[src/rtl/mem_port_arbiter.sv]
// Arbitrates the shared single-port RAM between instruction fetch and load/store,
// with load/store priority, fetch starvation relief and 1-cycle response routing.
module mem_port_arbiter #(
  parameter int ADDR_W     = 32,
  parameter int DATA_W     = 32,
  parameter int MEM_AW     = 12,
  parameter int STARVE_MAX = 4
) (
  input  logic                clk,
  input  logic                rst,
  input  logic                if_req_valid,
  input  logic [ADDR_W-1:0]   if_req_addr,
  output logic                if_req_ready,
  output logic                if_rsp_valid,
  output logic [DATA_W-1:0]   if_rsp_data,
  input  logic                ls_req_valid,
  input  logic                ls_req_we,
  input  logic [DATA_W/8-1:0] ls_req_be,
  input  logic [ADDR_W-1:0]   ls_req_addr,
  input  logic [DATA_W-1:0]   ls_req_wdata,
  output logic                ls_req_ready,
  output logic                ls_rsp_valid,
  output logic [DATA_W-1:0]   ls_rsp_data,
  output logic                mem_en,
  output logic [DATA_W/8-1:0] mem_we,
  output logic [MEM_AW-1:0]   mem_addr,
  output logic [DATA_W-1:0]   mem_wdata,
  input  logic [DATA_W-1:0]   mem_rdata
);

  localparam int CNT_W = $clog2(STARVE_MAX + 1);

  typedef enum logic [1:0] {
    OWN_NONE,
    OWN_IF,
    OWN_LS
  } owner_t;

  owner_t           rsp_owner;
  logic             rsp_is_store;
  logic [CNT_W-1:0] starve_cnt;
  logic             starved;
  logic             grant_if;
  logic             grant_ls;

  // Grants are held off while reset is asserted so the RAM port stays quiet.
  assign starved  = (starve_cnt == CNT_W'(STARVE_MAX));
  assign grant_ls = rst & ls_req_valid & ~(if_req_valid & starved);
  assign grant_if = rst & if_req_valid & ~grant_ls;

  assign if_req_ready = grant_if;
  assign ls_req_ready = grant_ls;
  assign mem_en       = grant_if | grant_ls;
  assign mem_we       = (grant_ls && ls_req_we) ? ls_req_be : '0;
  assign mem_wdata    = grant_ls ? ls_req_wdata : '0;

  always_comb begin
    mem_addr = '0;
    if (grant_ls) begin
      mem_addr = ls_req_addr[MEM_AW+1:2];
    end else if (grant_if) begin
      mem_addr = if_req_addr[MEM_AW+1:2];
    end
  end

  // Byte offset and bits above the RAM size are deliberately dropped.
  logic unused_addr_bits;
  assign unused_addr_bits = ^{if_req_addr[ADDR_W-1:MEM_AW+2], if_req_addr[1:0],
                              ls_req_addr[ADDR_W-1:MEM_AW+2], ls_req_addr[1:0]};

  always_ff @(posedge clk or negedge rst) begin
    if (!rst) begin
      rsp_owner    <= OWN_NONE;
      rsp_is_store <= 1'b0;
      starve_cnt   <= '0;
    end else begin
      if (grant_ls) begin
        rsp_owner <= OWN_LS;
      end else if (grant_if) begin
        rsp_owner <= OWN_IF;
      end else begin
        rsp_owner <= OWN_NONE;
      end
      rsp_is_store <= grant_ls & ls_req_we;

      if (!if_req_valid || grant_if) begin
        starve_cnt <= '0;
      end else if (grant_ls && !starved) begin
        starve_cnt <= starve_cnt + CNT_W'(1);
      end
    end
  end

  // Read data is steered straight from the RAM; stores acknowledge with zero data.
  assign if_rsp_valid = (rsp_owner == OWN_IF);
  assign ls_rsp_valid = (rsp_owner == OWN_LS);
  assign if_rsp_data  = if_rsp_valid ? mem_rdata : '0;
  assign ls_rsp_data  = (ls_rsp_valid && !rsp_is_store) ? mem_rdata : '0;

endmodule
[config.mk]
export PLATFORM = sky130hd
export DESIGN_NAME = mem_port_arbiter
export DESIGN_NICKNAME = d
export VERILOG_FILES = /design/src/rtl/mem_port_arbiter.sv
export SDC_FILE = /design/constraint.sdc
export NUM_CORES = 1
export LEC_CHECK = 0
export CAP_MARGIN = 20
export CORE_AREA = 2 2 98 100
export CTS_BUF_LIST = sky130_fd_sc_hd__clkbuf_8
export CTS_CLUSTER_DIAMETER = 150
export DETAILED_ROUTE_END_ITERATION = 7
export DIE_AREA = 0 0 100 102
export PLACE_DENSITY = 0.7
export SLEW_MARGIN = 20
export SYNTH_ARGS = -nofsm -noshare
export SYNTH_HDL_FRONTEND = slang
export SYNTH_SLANG_ARGS = --single-unit
[constraint.sdc]
create_clock -name clk -period 1.95 [get_ports clk]
set_input_delay 0.585 -clock clk [delete_from_list [all_inputs] [get_ports clk]]
set_output_delay 0.585 -clock clk [all_outputs]
set_load 0.01 [all_outputs]
**Yosys cells after proc, flatten, opt, wreduce, memory -nomap -nowiden**

Index checks and enable logic that the tools add are counted.

- Equal/unequal tests: 3
- Add/subtract/negate cells: 1
- Reductions and logical operators: 8
- Bitwise logic cells: 9
- Mux-type cells: 10

Operators by type and width:

| operator | count |
|---|---|
| 2-to-1 mux 32 bit | 3 |
| 2-to-1 mux 12 bit | 2 |
| bitwise AND 1 bit | 6 |
| 2-to-1 mux 3 bit | 2 |
| 2-to-1 mux 4 bit | 1 |
| adder 3 x 1 -> 3 bit, second input constant | 1 |
| == test 3 bit, second input constant | 1 |
| logical AND 1 bit | 3 |
| zero test 1 bit | 3 |
| == test 2 x 1 -> 1 bit, second input constant | 1 |
| == test 2 bit, second input constant | 1 |
| 2-to-1 mux 2 bit | 1 |
| NOT 1 bit | 2 |
| nonzero test 2 bit | 1 |
| logical OR 1 bit | 1 |
| 2-to-1 mux 1 bit | 1 |
| OR 1 bit | 1 |

- Bits in registers: 6
- Output and inout port bits: 117
- Word-level logic and storage cells: 34

**Logic depth before layout (Yosys ltp)**

Gate-level depths: netlist of run 1.

- Word-level depth: 8
- Depth in mapped cells: 6

**Worst setup path before layout of run 1**

OpenSTA, ideal clock, no wires.

- Path type: flip-flop to output port
- Start: reg starve_cnt[0]
- End: out mem_addr[10]
- Required time: 1,365 ps
- Cell stages (with the launch flop): 7
- Path slack: 30 ps
- Data arrival time: 1,335 ps
- Cell sequence: dfrtp_1 -> inv_1 -> ha_1 -> a21boi_2 -> nor2_2 -> buf_6 -> a22o_1

- Word-level cells in the longest chain between the ends: 8

RTL lines:

| what | RTL line | source |
|---|---|---|
| from (decl) | 41 | `logic [CNT_W-1:0] starve_cnt;` |
| from (signal assigned) | 89 | `starve_cnt <= starve_cnt + CNT_W'(1);` |
| == test 3 bit | 47 | `assign starved = (starve_cnt == CNT_W'(STARVE_MAX));` |
| bitwise AND 1 bit | 48 | `assign grant_ls = rst & ls_req_valid & ~(if_req_valid & starved);` |
| NOT 1 bit | 48 |  |
| bitwise AND 1 bit | 48 |  |
| NOT 1 bit | 49 | `assign grant_if = rst & if_req_valid & ~grant_ls;` |
| bitwise AND 1 bit | 49 |  |
| net if_req_ready | 13 | `output logic if_req_ready,` |
| 2-to-1 mux 12 bit | 61 | `end else if (grant_if) begin` |
| 2-to-1 mux 12 bit | 59 | `if (grant_ls) begin` |
| to (decl) | 26 | `output logic [MEM_AW-1:0] mem_addr,` |

The timed path passes the listed nets, and every way through them passes these cells.

**Worst setup path after layout of run 1**

- Start: reg starve_cnt[0]
- End: out mem_addr[10]

- Word-level cells in the longest chain between the ends: 8

RTL lines:

| what | RTL line |
|---|---|
| == test 3 bit (*) | 47 |
| bitwise AND 1 bit (*) | 48 |
| NOT 1 bit (*) | 48 |
| bitwise AND 1 bit (*) | 48 |
| NOT 1 bit | 49 |
| bitwise AND 1 bit | 49 |
| 2-to-1 mux 12 bit | 61 |
| 2-to-1 mux 12 bit (*) | 59 |

Mark *: on every way between the ends. The rest lies on a longest branch, timed or not.

==> flow_summary.json, run 1 <==
{
  "area_growth_pct": 280,
  "timing.final.crit_share": 1.16,
  "end_kind": "output pin",
  "cts_buffers": 3,
  "hold_violations": 0,
  "setup_slack_ps": -314,
  "synthesis.area_um2": 1130,
  "synth_xor_area_frac": 0,
  "gp_congestion": 0.755,
  "htree_levels": 1,
  "maxCapViolCount": 0,
  "final_nets": 553,
  "drt_wl_total_um": 8460,
  "cts_tree": "yes",
  "p_leak_nw": 2.08,
  "fin_crit_ps": 2260,
  "via_count": 2148,
  "drt-wirelength-per-cell_um": 16.2,
  "insertion_delay_ps": 220,
  "portBuffers": 213,
  "muxShareOfSynthArea": 0,
  "dieWidth_um": 100,
  "core-area_um2": 9110,
  "async_flop_share": 1.00,
  "synth_simple_gate_area_frac": 0.635,
  "synth_top_area_frac": 0.537,
  "ys_warn_count": 0,
  "cts-hold-fix-buffers": 0,
  "worst-setup-path-type": "reg -> out",
  "power.density_nw_per_um2": 254,
  "critical_path_required_ps": 1360,
  "violations": "setup timing",
  "die_h_um": 102,
  "critPathLaunchType": "flop",
  "drtIter0Drc": 32,
  "cts_buffer_depth": 2,
  "layout-drive-gt1-share": 0.641,
  "via_per_inst": 4.11,
  "start_util": 0.124,
  "clock.fmax_mhz": 442,
  "drv_slew": 0,
  "yosysSeqAreaShare": 0.133,
  "grt_pass1_vias": 2181,
  "finClkSkew_ps": 6.22,
  "track_usage": 0.139,
  "worstPathArrival_ps": 1680,
  "synth_top_cell_by_area": "and2_1",
  "synth-edff-count": 0,
  "status": "finished, violations left",
  "r2r_slack_ps": 320,
  "firstDrtPassIters": 4,
  "synth_seq_cells": 6,
  "fp-row-count": 35,
  "hold_class": "in -> async",
  "antenna_cells": 0,
  "yosys.area_share.adder": 0.0221,
  "fin_cells": 523,
  "critPathMaxFanout": 5,
  "cts-root-buf": "clkbuf_8",
  "route.detailed.drc": 0,
  "antenna_found_initial": 0,
  "holdWs_ps": 289,
  "tightest_slew_ps": 242,
  "cts_sinks": 6,
  "grt_pass1_wl_um": 11200,
  "grt_overflow": 0,
  "synth_area_leaders": "and2_1 54%, dfrtp_1 13%, a22o_1 9.3%",
  "synth_flop_cell": "dfrtp_1",
  "synth-compound-area-share": 0.150,
  "setup_viol": 94,
  "peakVddDrop_mv": 0.198,
  "grt_max_degree": 20,
  "die_area_um2": 10200,
  "synth_top_family_by_area": "simple AND/OR/NAND/NOR gates",
  "antenna_left": 0,
  "yosysUniqueCellTypes": 26,
  "utilization": 0.471,
  "netlist_instances": 156,
  "syn_area_per_cell_um2": 7.24,
  "synth.net_count": 295,
  "io_pins": 254,
  "cts.clk_slew.worst_paths_ps": 40,
  "max_slew_margin": 0.839,
  "place_hpwl_um": 5470,
  "rsz0062_at_grt": "true",
  "place_inst": 483
}
-- sequential cells by signal (all words and copies together) (netlist names) --
| name | count |
|---|---|
| starve_cnt | 3 |
| rsp_owner | 2 |
| rsp_is_store | 1 |
-- stage by stage --
stage / total power (W) / TNS, ps / worst slack (ps) / instance area (µm²)
6_report: 0.00109 / -13640 / -314 / 4290
5_1_grt: 0.00115 / -19410 / -384 / 4290
4_1_cts: 0.000996 / -15170 / -291 / 3790
3_5_place_dp: 0.000713 / -68940 / -953 / 3500
3_3_place_gp: 0.000705 / -67770 / -939 / 3500
2_1_floorplan: 0.000290 / 0 / 30.1 / 1130
-- cell families after synthesis --
| logic type | after synthesis |
|---|---|
| buf+inv | 14 |
| flops | 6 |
| compound gates | 18 |
| simple gates | 116 |
| fa+ha+maj | 2 |
-- synth_stat cells (3+ instances only) --
library cell,number
and2_1,97
a22o_1,12
clkbuf_1,6
dfrtp_1,6
and3_1,4
nor2b_1,3
-- worst max-delay path, cell delays in order (launching register included) --
cell     delay, ps
dfrtp_1        390
inv_2           80
ha_4           160
a31oi_4         90
buf_6          150
buf_8          130
buf_16         130
a22o_1         170
buf_2          140
-- layer usage --
metal / share of wire / vias up / global-route usage
met5: 0 / - / 0
met4: 0.0044 / 0 / 0.0169
met3: 0.095 / 2 / 0.0383
met2: 0.57 / 139 / 0.299
met1: 0.33 / 994 / 0.131
li1: - / 1013 / -
-- path summary, 6_finish.rpt --
path	end	start	depth (start not counted)
max	mem_addr[10]	starve_cnt[0]$_DFFE_PN0P_	8
min reg2reg	starve_cnt[1]$_DFFE_PN0P_	starve_cnt[1]$_DFFE_PN0P_	3
min in group clk	starve_cnt[1]$_DFFE_PN0P_	starve_cnt[1]$_DFFE_PN0P_	3
max in group asynchronous	rsp_owner[0]$_DFF_PN0_	rst	3
min	starve_cnt[1]$_DFFE_PN0P_	rst	2
max reg2reg	rsp_is_store$_DFF_PN0_	starve_cnt[0]$_DFFE_PN0P_	9
-- cells in the final DEF, fill, tap and decap left out, types with 3 or more instances in the layout --
cell and n:
buf_6 92, clkdlybuf4s50_1 88, dfrtp_1 6, clkbuf_8 3, buf_2 38, dlygate4sd2_1 7, a22o_1 12, buf_4 17
and2_4 78, and3_4 4, and2_1 19, clkbuf_16 5, buf_12 9, buf_16 5
-- cell type report --
class / count / area (µm²)
Clock buffer: 3 / 41.3
Fill cell: 864 / 4820
Inverter: 2 / 7.51
Multi-Input combinational cell: 136 / 1170
Sequential cell: 6 / 150
Tap cell: 111 / 139
Timing Repair Buffer: 265 / 2780
-- repair_timing --
| item | CTS | global route |
|---|---|---|
| gates cloned | 9 | 6 |
| gates resized for setup | 571 | 112 |
| buffers inserted | 21 | 8 |
| endpoints found under the hold margin | 0 | 0 |
| setup endpoints to repair | 117 | 99 |
| pin swaps | 49 | 34 |
-- report_power, final --
| group | total [W] | switching (W) | internal [W] |
|---|---|---|---|
| clock network | 0.000183 | 0.0000507 | 0.000132 |
| logic | 0.000773 | 0.000257 | 0.000516 |
| registers | 0.000132 | 0.00000291 | 0.000129 |
| total | 0.00109 | 0.000310 | 0.000778 |
Power figures use the tool's default switching activity.
==> run 2: changes to the inputs <==
--- a/config.mk
+++ b/config.mk
@@ -17,2 +17,3 @@
 export SYNTH_HDL_FRONTEND = slang
 export SYNTH_SLANG_ARGS = --single-unit
+export TNS_END_PERCENT = 1
==> constraint.sdc (replaced) <==
create_clock -name clk -period 1.95 [get_ports clk]
set_input_delay 0.39 -clock clk [delete_from_list [all_inputs] [get_ports clk]]
set_output_delay 0.39 -clock clk [all_outputs]
set_load 0.01 [all_outputs]
==> run 2 against run 1 <==
The run still ends with setup timing left. Sequential share of layout area is 1.0 points higher. Combinational power is 33% lower. Flip-flop and latch count stayed put. Core utilization shrank 11 points. Global-route usage down 2.3 points. Hold slack got worse by 16 ps. Critical endpoint is now mem_we[3]. Largest cell class unchanged.
==> flow_summary.json, run 2 (synthesis gave the netlist of run 1 again) <==
{
  "final_nets": 517,
  "fin_crit_ps": 2000,
  "drtIter0Drc": 33,
  "antenna_left": 0,
  "htree_levels": 1,
  "cts_sinks": 6,
  "global_route.usage.met3": 0.0451,
  "layout_commonest_cell": "and2_1",
  "grt_pass1_vias": 1946,
  "cts.clk_slew.worst_paths_ps": 40,
  "critPathLaunchType": "flop",
  "tightest_slew_ps": 258,
  "rsz0062_at_grt": "true",
  "cts_tree": "yes",
  "drt_wl_total_um": 6270,
  "power.density_nw_per_um2": 251,
  "status": "finished, violations left",
  "start_util": 0.124,
  "grt_max_degree": 34,
  "cts-hold-fix-buffers": 0,
  "die_area_um2": 10200,
  "gp_congestion": 0.757,
  "layout-drive-gt1-share": 0.213,
  "cts-root-buf": "clkbuf_8",
  "fp-row-count": 35,
  "fillers": 978,
  "maxCapViolCount": 0,
  "drt-wirelength-per-cell_um": 12.9,
  "cts_buffer_depth": 2,
  "place_hpwl_um": 5540,
  "drv_slew": 0,
  "cp_top_family": "buffers and inverters",
  "portBuffers": 213,
  "fin_cells": 487,
  "antenna_cells": 0,
  "r2r_slack_ps": 730,
  "firstDrtPassIters": 4,
  "dieWidth_um": 100,
  "antenna_found_initial": 0,
  "violations": "setup timing",
  "timing.final.crit_share": 1.02,
  "p_leak_nw": 1.66,
  "track_usage": 0.116,
  "clock.fmax_mhz": 501,
  "via_per_inst": 3.84,
  "peakVddDrop_mv": 0.166,
  "max_stage_delay_ps": 350,
  "place_inst": 482,
  "grt_overflow": 0,
  "max_slew_margin": 0.828,
  "io_pins": 254,
  "die_h_um": 102,
  "finClkSkew_ps": 4.82,
  "path_depth": 6,
  "critPathLaunch": "starve_cnt[0]$_DFFE_PN0P_",
  "top_register": "starve_cnt",
  "met1_usage": 0.111,
  "area_growth_pct": 194,
  "r2r_end": "starve_cnt[0]$_DFFE_PN0P_",
  "setup_slack_ps": -45.4,
  "cts_buffers": 3,
  "reg_top3": "starve_cnt (3), rsp_owner (2), rsp_is_store (1)",
  "setup_viol": 23,
  "grt_util_met2": 0.237,
  "critical_path.endpoint": "mem_we[3]",
  "end_kind": "output pin",
  "r2r_start": "starve_cnt[0]$_DFFE_PN0P_",
  "critical_path_buf_inv_count": 3,
  "largest_reg_flops": 3,
  "worst-setup-path-type": "reg -> out",
  "insertion_delay_ps": 220,
  "layout_common_cells": "97 x and2_1, 96 x clkdlybuf4s50_1, 37 x dlygate4sd2_1",
  "hold_violations": 0,
  "hold_class": "in -> async",
  "cp_slowest_cell": "dfrtp_1",
  "worstPathArrival_ps": 1610,
  "core-area_um2": 9110,
  "critical_path_required_ps": 1560,
  "grt_pass1_wl_um": 9470,
  "critPathMaxFanout": 20,
  "via_count": 1872,
  "r2r_cells": 6,
  "route.detailed.drc": 0,
  "utilization": 0.364,
  "cp_cell_sequence": "inv_2 -> ha_4 -> a31oi_4 -> buf_8 -> and3_1 -> clkdlybuf4s15_2",
  "top_usage_layer": "met2"
}
## run 2: changes by cell type in the layout (fill, tap and decap cells not counted), sizes merged
cell,previous run,this run
clkdlybuf4s15,1,32
buf,163,39
clkdlybuf4s50,88,96
dlygate4sd2,7,37
clkbuf,9,28
## run 2: cell type report
type / count / area [µm²] / area share
Sequential cell: 6 / 150 / 0.0453
Timing Repair Buffer: 229 / 2040 / 0.616
Inverter: 2 / 7.51 / 0.00226
Multi-Input combinational cell: 136 / 936 / 0.282
Clock buffer: 3 / 41.3 / 0.0124
Tap cell: 111 / 139 / 0.0419
## run 2: timing repair
action | CTS | global route
setup endpoints to repair | 115 | 80
pin swaps | 2 | 4
cloned | 1 | 0
resized for setup | 165 | 119
buffers inserted | 2 | 0
## run 2: per-stage QoR
step                TNS, ps  power, W  hold WS (ps)  cell area (µm²)  worst slack, ps
floorplan                 0  0.000290          94.4             1130              225
global placement     -25850  0.000705           549             3490             -552
detailed placement   -26300  0.000713           590             3490             -559
CTS                   -5150  0.000860           261             3500             -168
global route          -1640  0.000893           302             3320             -108
finish                 -343  0.000834           273             3320            -45.4
## run 2: layer usage
| metal | routed length [µm] | part of all wire |
|---|---|---|
| met5 | 0 | 0 |
| met4 | 0 | 0 |
| met3 | 818 | 0.13 |
| met2 | 3350 | 0.53 |
| met1 | 2100 | 0.34 |
## run 2: where the power goes
| group | switching [W] | internal, W |
|---|---|---|
| clock | 0.0000492 | 0.000132 |
| combinational | 0.000187 | 0.000334 |
| sequential | 0.00000223 | 0.000130 |
| total | 0.000239 | 0.000595 |
## run 2: worst min path at each step
stage                                end  slack (ps)  cells past startpoint
6_report       starve_cnt[2]$_DFFE_PN0P_         270                      2
5_1_grt        starve_cnt[2]$_DFFE_PN0P_         300                      2
4_1_cts        starve_cnt[1]$_DFFE_PN0P_         260                      2
3_5_place_dp   starve_cnt[0]$_DFFE_PN0P_         590                      3
3_3_place_gp   starve_cnt[0]$_DFFE_PN0P_         550                      3
2_1_floorplan     rsp_is_store$_DFF_PN0_          90                      0
==> run 3: changes to the inputs <==
- HOLD_SLACK_MARGIN: unset -> 0.12
- MAX_ROUTING_LAYER: unset -> met4
==> run 3 against run 2 <==
The run still ends with setup timing left. Clock power about the same. Combinational power increased by 6.1%. Power increased by 3.9%. Non-clock buffer count increased by 3. Maximum frequency increased by 0.19%. Largest cell class unchanged.
==> flow_summary.json, run 3 (synthesis gave the netlist of run 1 again) <==
{
  "drt-wirelength-per-cell_um": 13.4,
  "grt_overflow": 0,
  "fillers": 971,
  "cts_tree": "yes",
  "critPathLaunchType": "flop",
  "cts-hold-fix-buffers": 0,
  "fp-row-count": 35,
  "clock.fmax_mhz": 502,
  "drt_wl_total_um": 6570,
  "layout_commonest_cell": "clkdlybuf4s50_1",
  "hold_violations": 0,
  "area_growth_pct": 205,
  "critPathMaxFanout": 10,
  "cts_sinks": 6,
  "critPathLaunch": "starve_cnt[0]$_DFFE_PN0P_",
  "gp_congestion": 0.767,
  "via_count": 1891,
  "rsz0062_at_grt": "true",
  "critical_path_required_ps": 1560,
  "hold_class": "in -> async",
  "track_usage": 0.119,
  "cts_buffer_depth": 2,
  "utilization": 0.378,
  "antenna_cells": 0,
  "max_slew_margin": 0.828,
  "grt_pass1_wl_um": 9470,
  "route.detailed.drc": 0,
  "reg_top3": "starve_cnt (3), rsp_owner (2), rsp_is_store (1)",
  "htree_levels": 1,
  "end_kind": "output pin",
  "cts.clk_slew.worst_paths_ps": 40,
  "setup_viol": 23,
  "r2r_start": "starve_cnt[0]$_DFFE_PN0P_",
  "layout-drive-gt1-share": 0.243,
  "grt_max_degree": 34,
  "maxCapViolCount": 0,
  "via_per_inst": 3.86,
  "power.density_nw_per_um2": 252,
  "place_hpwl_um": 5540,
  "cts_buffers": 3,
  "top_register": "starve_cnt",
  "dieWidth_um": 100,
  "finClkSkew_ps": 4.03,
  "core-area_um2": 9110,
  "violations": "setup timing",
  "register_area_um2": 150,
  "portBuffers": 213,
  "peakVddDrop_mv": 0.180,
  "drtIter0Drc": 29,
  "p_leak_nw": 1.71,
  "r2r_end": "starve_cnt[0]$_DFFE_PN0P_",
  "r2r_cells": 6,
  "tightest_slew_ps": 258,
  "layout_common_cells": "96 x clkdlybuf4s50_1, 89 x and2_1, 36 x dlygate4sd2_1",
  "io_pins": 254,
  "largest_reg_flops": 3,
  "insertion_delay_ps": 220,
  "start_util": 0.124,
  "antenna_left": 0,
  "cts-root-buf": "clkbuf_8",
  "r2r_slack_ps": 720,
  "die_h_um": 102,
  "multiInputGateArea_um2": 961,
  "die_area_um2": 10200,
  "status": "finished, violations left",
  "fin_crit_ps": 1990,
  "worstPathArrival_ps": 1600,
  "antenna_found_initial": 0,
  "holdWs_ps": 266,
  "worst-setup-path-type": "reg -> out",
  "setup_slack_ps": -41.7,
  "grt_pass1_vias": 1947,
  "timing.final.crit_share": 1.02,
  "final_nets": 520,
  "drv_slew": 0,
  "firstDrtPassIters": 4
}
## run 3: changes by cell type in the layout (fill, tap and decap cells not counted), sizes merged
cell / before / now
clkbuf: 28 / 40
dlygate4sd2: 37 / 36
clkdlybuf4s15: 32 / 29
buf: 39 / 34
## run 3: worst max path at each step
stage / endpoint / slack (ps) / cells after the start
detailed placement: mem_we[1] / -560 / 6
finish: mem_addr[6] / -40 / 7
floorplan: mem_addr[10] / 230 / 6
global placement: mem_addr[4] / -550 / 7
global route: mem_addr[6] / -90 / 7
CTS: mem_wdata[5] / -170 / 7
## run 3: critical path, cell delays in order, from the launching register on
cell	delay (ps)
dfrtp_1	380
inv_2	90
ha_4	170
a31oi_4	100
buf_12	160
clkbuf_16	150
a22o_1	180
clkbuf_2	120
## run 3: power by group
part           internal, W  switching, W
Sequential        0.000130    0.00000226
Combinational     0.000358      0.000195
Clock             0.000132     0.0000491
## run 3: metrics by stage
| stage | instances | total power [W] | setup slack, ps | TNS [ps] | cell area, µm² |
|---|---|---|---|---|---|
| 2_1_floorplan | 156 | 0.000290 | 225 | 0 | 1130 |
| 3_3_place_gp | 482 | 0.000705 | -552 | -25850 | 3490 |
| 6_report | 490 | 0.000867 | -41.7 | -434 | 3440 |
| 3_5_place_dp | 482 | 0.000713 | -559 | -26300 | 3490 |
| 4_1_cts | 488 | 0.000860 | -168 | -5150 | 3500 |
| 5_1_grt | 490 | 0.000926 | -92.4 | -1790 | 3440 |
## run 3: per-layer routing
layer / GRT usage / share of wire / vias to the layer above
li1: - / - / 948
met1: 0.118 / 0.35 / 812
met2: 0.237 / 0.53 / 131
met3: 0.0342 / 0.11 / 0
met4: 0.0148 / 0 / 0
met5: - / 0 / -
## run 3: timing repair
item | 4_1_cts | 5_1_grt
gates resized for setup | 165 | 134
hold endpoints to repair | 0 | 0
setup buffers | 2 | 1
gates cloned | 1 | 3
endpoints found under the setup margin | 115 | 80
pin swaps | 2 | 9
## run 3: layout make-up
class | instances | share of cell area
tap | 111 | 0.0403
multi-input combinational | 136 | 0.279
clock buffer | 3 | 0.0120
timing repair buffer | 232 | 0.623
inverter | 2 | 0.00218
sequential | 6 | 0.0436
